`config.mk`:
```
export PLATFORM = sky130hd
export DESIGN_NAME = cache_rr_arbiter
export DESIGN_NICKNAME = d
export VERILOG_FILES = /design/src/rtl/cache_rr_arbiter.sv
export SDC_FILE = /design/constraint.sdc
export NUM_CORES = 1
export LEC_CHECK = 0
export ABC_AREA = 1
export BUFFER_PORTS_ARGS = -buffer_cell sky130_fd_sc_hd__buf_2
export CORE_AREA = 2 2 305 307
export DETAILED_ROUTE_END_ITERATION = 7
export DIE_AREA = 0 0 307 309
export PLACE_DENSITY_LB_ADDON = 0.25
export SYNTH_ARGS = -nofsm -noshare
export SYNTH_HDL_FRONTEND = slang
export SYNTH_SLANG_ARGS = --single-unit
```
`constraint.sdc`:
```
create_clock -name clk_i -period 2.26 [get_ports clk_i]
set_clock_uncertainty 0.15 [all_clocks]
set_input_delay 0.339 -clock clk_i [delete_from_list [all_inputs] [get_ports clk_i]]
set_output_delay 0.339 -clock clk_i [all_outputs]
set_load 0.01 [all_outputs]
```
`src/rtl/cache_rr_arbiter.sv`:
```
// Arbitrates NUM_PORTS L1 line requests onto a single L2 port, one transaction at a time.
// Fixed-priority or round-robin selection; the granted request is latched for the whole L2 handshake.
module cache_rr_arbiter #(
   parameter int NUM_PORTS = 2,
   parameter int ADDR_W    = 32,
   parameter int LINE_W    = 128,
   parameter int PRIO_MODE = 1
) (
   input  logic                        clk_i,
   input  logic                        rst_ni,
   input  logic [NUM_PORTS-1:0]        req_valid_i,
   input  logic [NUM_PORTS-1:0]        req_rw_i,
   input  logic [NUM_PORTS*ADDR_W-1:0] req_addr_i,
   input  logic [NUM_PORTS*LINE_W-1:0] req_wdata_i,
   output logic [NUM_PORTS-1:0]        resp_ready_o,
   output logic [LINE_W-1:0]           resp_rdata_o,
   output logic                        l2_valid_o,
   output logic                        l2_rw_o,
   output logic [ADDR_W-1:0]           l2_addr_o,
   output logic [LINE_W-1:0]           l2_wdata_o,
   input  logic                        l2_ready_i,
   input  logic [LINE_W-1:0]           l2_rdata_i,
   output logic [2:0]                  grant_idx_o,
   output logic [31:0]                 conflict_cnt_o
);

   typedef enum logic [1:0] {IDLE, BUSY, DONE} state_e;

   state_e              state_q, state_d;
   logic [2:0]          grant_q, last_q, win;
   logic                found, contended;
   logic [7:0]          req_pad;
   logic [3:0]          base, cand;
   logic                sel_rw;
   logic [ADDR_W-1:0]   sel_addr;
   logic [LINE_W-1:0]   sel_wdata;
   logic                rw_q;
   logic [ADDR_W-1:0]   addr_q;
   logic [LINE_W-1:0]   wdata_q, rdata_q;
   logic [31:0]         conflict_cnt_q;

   assign req_pad   = 8'(req_valid_i);
   assign contended = |(req_valid_i & (req_valid_i - NUM_PORTS'(1)));

   // Search starts after the last grant in round-robin mode, at port 0 in fixed mode.
   always_comb begin
      win   = '0;
      found = 1'b0;
      base  = '0;
      cand  = '0;
      if (PRIO_MODE != 0)
         base = (4'(last_q) + 4'd1 >= 4'(NUM_PORTS)) ? 4'd0 : 4'(last_q) + 4'd1;
      for (int i = 0; i < NUM_PORTS; i++) begin
         cand = base + 4'(i);
         if (cand >= 4'(NUM_PORTS))
            cand = cand - 4'(NUM_PORTS);
         if (!found && req_pad[cand[2:0]]) begin
            found = 1'b1;
            win   = cand[2:0];
         end
      end
   end

   always_comb begin
      sel_rw    = 1'b0;
      sel_addr  = '0;
      sel_wdata = '0;
      for (int i = 0; i < NUM_PORTS; i++) begin
         if (win == 3'(i)) begin
            sel_rw    = req_rw_i[i];
            sel_addr  = req_addr_i[i*ADDR_W +: ADDR_W];
            sel_wdata = req_wdata_i[i*LINE_W +: LINE_W];
         end
      end
   end

   always_ff @(posedge clk_i) begin
      if (!rst_ni) state_q <= IDLE;
      else         state_q <= state_d;
   end

   always_comb begin
      state_d = state_q;
      case (state_q)
         IDLE:    if (found) state_d = BUSY;
         BUSY:    if (l2_ready_i) state_d = DONE;
         DONE:    state_d = IDLE;
         default: state_d = IDLE;
      endcase
   end

   // last_q resets to the top port so port 0 is searched first.
   always_ff @(posedge clk_i) begin
      if (!rst_ni) begin
         grant_q <= '0;
         last_q  <= 3'(NUM_PORTS - 1);
         rw_q    <= 1'b0;
         addr_q  <= '0;
         wdata_q <= '0;
         rdata_q <= '0;
      end else begin
         if (state_q == IDLE && found) begin
            grant_q <= win;
            last_q  <= win;
            rw_q    <= sel_rw;
            addr_q  <= sel_addr;
            wdata_q <= sel_wdata;
         end
         if (state_q == BUSY && l2_ready_i)
            rdata_q <= l2_rdata_i;
      end
   end

   always_ff @(posedge clk_i) begin
      if (!rst_ni)
         conflict_cnt_q <= '0;
      else if (state_q == IDLE && found && contended && conflict_cnt_q != 32'hFFFF_FFFF)
         conflict_cnt_q <= conflict_cnt_q + 32'd1;
   end

   assign l2_valid_o     = (state_q == BUSY);
   assign l2_rw_o        = rw_q;
   assign l2_addr_o      = addr_q;
   assign l2_wdata_o     = wdata_q;
   assign resp_ready_o   = (state_q == DONE) ? (NUM_PORTS'(1) << grant_q) : '0;
   assign resp_rdata_o   = rdata_q;
   assign grant_idx_o    = grant_q;
   assign conflict_cnt_o = conflict_cnt_q;

endmodule

```
==> results.txt <==
----------------------------------------------------
[Floorplan]
  I/O pin total ... 782
  Core Area ... 91400 sq um
  Initial Util ... 0.171
  Die Y-Extent ... 309 um
  Placement row count ... 111
  Die outline width ... 307 um
  Total Die Area ... 94900 sq um

[Power and ir drop]
  PD cells ... 652 nW/um^2
  Worst VDD drop ... 0.654 mV
  Clock Power Share ... 0.372
  Net switching power of the design ... 6.43 mW
  Combinational Power Share ... 0.300
  Switching share of power ... 0.318
  Total internal power ... 13.8 mW
  Sequential group share of total power ... 0.328
  Pleak ... 15.1 nW

[Clock tree]
  Clock sink total ... 327
  Number of buffers added by the clock tree synthesis step ... 43
  H-tree Lvls ... 2
  Clk buf depth ... 3
  Post-CTS clock slew at the launch and capture registers of the worst setup and hold paths ... 60 ps
  Worst-skew pair later-pin latency ... 580 ps
  CTS tree ... built
  Root buffer selected by CTS ... sky130_fd_sc_hd__clkbuf_16

[Critical path]
  Reg-to-reg slack, setup ... -380 ps
  Kind of start point of the critical path ... register
  Crit path max-delay cell type ... sky130_fd_sc_hd__dfxtp_2
  Worst R2R Start ... grant_idx_o[1]
  Slowest cell delay on critical path ... 350 ps
  CP required ... 2590 ps
  Critical Path, Cell by Cell ... inv_2, ha_4, nand2_4, nor2_4, nand2_4, buf_6, nand2_4, buf_6, nand2_4, nor2_4, nand2_4, a21oi_4, buf_12, buf_12, buf_16, clkbuf_16, nand3_1, nand2_1, inv_1
  Arrival time of data at the critical path endpoint ... 2970 ps
  Setup CP Type ... register to register
  Crit path from ... grant_idx_o[1]
  Capturing instance or port of the critical path ... l2_wdata_o[37]
  CP dominant cell by count ... sky130_fd_sc_hd__nand2_4
  Maximum net fanout on the critical path ... 7
  Capture instance of the worst register-to-register path ... l2_wdata_o[37]
  Kind of capture point of the worst setup path ... register
  Number of cell instances on the worst register-to-register path ... 19

[Finish]
  Fillers ... 9557
  NumNets Final ... 4172
  Syn-to-layout area delta ... 99.0%
  Layout cells sized above 1 ... 0.371
  Number of cells in the finished layout apart from fillers ... 4938
  Final cell area excluding filler cells ... 31100 sq um

[Min path]
  Hold Crit Class ... input pin to register

[Timing]
  Final setup vio count ... 198
  Max Clk Rate ... 0.379 GHz
  Worst setup slack after layout ... -381 ps
  Worst slew margin relative to its limit ... 0.455
  Least-Margin Pin Slew ... 817 ps
  Share of the clock period used by the worst path after layout ... 1.17
  Final Max Tran Viols ... 0
  Setup repair after global routing missed its margin ... yes
  Hold Violations, Final ... 0
  Minimum clock period after layout ... 2640 ps

[Synth]
  Synth cell types ... 31
  EDFF count, synth ... 0
  Yosys warning total ... 0
  Async S/R FF share, synth ... 0
  Post-synthesis instance total ... 2379
  Mapped Area ... 15600 sq um
  Mapped Avg Cell Area ... 6.56 sq um
  Number of register bits inferred by synthesis ... 327
  Most used DFF post-synth ... sky130_fd_sc_hd__dfxtp_1
  Sequential share of the synthesized area ... 0.420

[Detailed routing]
  Number of vias in the routed layout ... 21000
  Via/cell ratio ... 4.26
  DR DRC count ... 0
  First-iteration detailed-routing DRC count ... 1355
  WL/cell ... 17.8 um
  Aggregate routed wire length ... 87900 um
  Remaining number of nets flagged by the antenna check after routing ... 0
  Length of the first detailed-routing pass in iterations ... 8

[Run status]
  Outcome ... complete, but fails checks
  Failing checks ... setup timing

[Global route]
  First-pass GRT wire length ... 122000 um
  Number of global-route vias before repair ... 20100
  Overflow left after global routing ... 0
  GR Util All Layers ... 0.167
  Antenna violations before repair ... 18
  Largest net degree at the start of global routing ... 103

[Place]
  Number of instances in the placed design ... 4332
  Post-detail-place hpwl ... 57600 um
  Cell area after placement ... 21800 sq um
  Port bufs ... 781
  Routability cong. ... 0.837

[Flow run]
  Number of max-cap violations ... 0

----------------------------------------------------
through the flow:
step	hold WS, ps	TNS, ps	utilization	worst slack, ps	total power [mW]
after floorplan	288	0	-	101	8.74
after global placement	297	-73610	0.239	-521	10.6
after detailed placement	300	-81270	0.239	-554	10.6
after CTS	23.4	-64630	0.320	-391	19.7
after global routing	66.2	-84050	0.340	-503	21.3
final	36.3	-59590	0.340	-381	20.3
synthesized netlist by cell type, types with 4 or more instances:
cell | number | area share
sky130_fd_sc_hd__nand2_1 | 589 | 0.14
sky130_fd_sc_hd__buf_1 | 19 | 0.0046
sky130_fd_sc_hd__a21oi_1 | 159 | 0.051
sky130_fd_sc_hd__nor3_1 | 9 | 0.0029
sky130_fd_sc_hd__dfxtp_1 | 327 | 0.42
sky130_fd_sc_hd__xor2_1 | 10 | 0.0056
sky130_fd_sc_hd__ha_1 | 7 | 0.0056
sky130_fd_sc_hd__nand3_1 | 462 | 0.15
sky130_fd_sc_hd__nand3b_1 | 12 | 0.0058
sky130_fd_sc_hd__nor2_1 | 375 | 0.090
sky130_fd_sc_hd__buf_4 | 9 | 0.0043
sky130_fd_sc_hd__nand4_1 | 32 | 0.013
sky130_fd_sc_hd__buf_6 | 19 | 0.014
sky130_fd_sc_hd__buf_2 | 45 | 0.014
sky130_fd_sc_hd__inv_1 | 196 | 0.047
sky130_fd_sc_hd__clkbuf_1 | 86 | 0.021
sky130_fd_sc_hd__xnor2_1 | 4 | 0.0022
power by group through the flow:
stage / Sequential [mW] / Clock (mW) / Combinational, mW
2_1_floorplan: 6.86 / 0 / 1.88
3_3_place_gp: 6.66 / 0 / 3.95
3_5_place_dp: 6.67 / 0 / 3.94
4_1_cts: 6.56 / 7.81 / 5.37
5_1_grt: 6.69 / 8.02 / 6.57
6_report: 6.64 / 7.53 / 6.09
worst min path at each step:
stage	startpoint	end	slack, ps	depth (start not counted)
global placement	resp_rdata_o[104]	resp_rdata_o[104]	300	2
CTS	req_wdata_i[59]	l2_wdata_o[59]	20	5
detailed placement	resp_rdata_o[102]	resp_rdata_o[102]	300	2
finish	req_wdata_i[59]	l2_wdata_o[59]	40	5
floorplan	rst_ni	last_q[0]	290	1
global route	req_wdata_i[59]	l2_wdata_o[59]	70	5
placed cells by master, fill, tap and decap left out, types with 58 or more instances in the layout:
cell type / n
sky130_fd_sc_hd__a21oi_1: 153
sky130_fd_sc_hd__buf_4: 104
sky130_fd_sc_hd__clkbuf_16: 63
sky130_fd_sc_hd__nand2_1: 562
sky130_fd_sc_hd__nor2_2: 66
sky130_fd_sc_hd__buf_2: 780
sky130_fd_sc_hd__dfxtp_1: 325
sky130_fd_sc_hd__dlygate4sd3_1: 448
sky130_fd_sc_hd__nor2_4: 58
sky130_fd_sc_hd__nand3_1: 339
sky130_fd_sc_hd__inv_1: 187
sky130_fd_sc_hd__nand3_2: 111
sky130_fd_sc_hd__nor2_1: 252
worst max-delay path, delay by kind of cell (launching register included):
family | cells | cell delay [ps]
adder cells (fa/ha/maj) | 1 | 270
AND/OR/NAND/NOR | 9 | 650
AO/OA/AOI/OAI | 1 | 140
buffers and inverters | 8 | 930
flip-flops | 1 | 350
logic make-up after synthesis:
logic type / synth area share
compound gates: 0.0538
simple gates: 0.407
fa+ha+maj: 0.00561
buf+inv: 0.105
flops: 0.420
xor+xnor: 0.00786
other cells: 0.000481
timing repair:
action                     in CTS  in global routing
setup buffers                  28                 11
resized for setup             136                329
setup endpoints to repair     199                199
pin swaps                      40                137
hold endpoints to repair      292                  0
hold buffers                  448                  0
cloned                         19                 21
per-layer routing:
metal	routed length (um)	global-route usage	vias to the layer above	share of wire
met5	82	0	-	0.00093
met4	4030	0.0753	14	0.046
met3	6030	0.0435	199	0.069
met2	42900	0.290	845	0.49
met1	34900	0.192	9700	0.40
li1	-	-	10300	-
layout make-up:
cell class | instances | area [sq um] | share of cell area
repair buffers | 1460 | 11700 | 0.378
inverters | 198 | 756 | 0.0243
clock buffers | 57 | 1190 | 0.0383
clock inverters | 22 | 363 | 0.0117
flip-flops and latches | 327 | 6550 | 0.211
well taps | 1186 | 1480 | 0.0478
diodes | 8 | 20.0 | 0.000645
multi-input cells | 1680 | 8960 | 0.289
flip-flops by register name, summed over array words and instances (netlist names):
name,cells
conflict_cnt_o,32
l2_wdata_o,128
last_q,1
grant_idx_o,3
l2_addr_o,32
state_q,2
resp_rdata_o,128
l2_rw_o,1
Note: power is estimated with default switching activity, not from simulation.
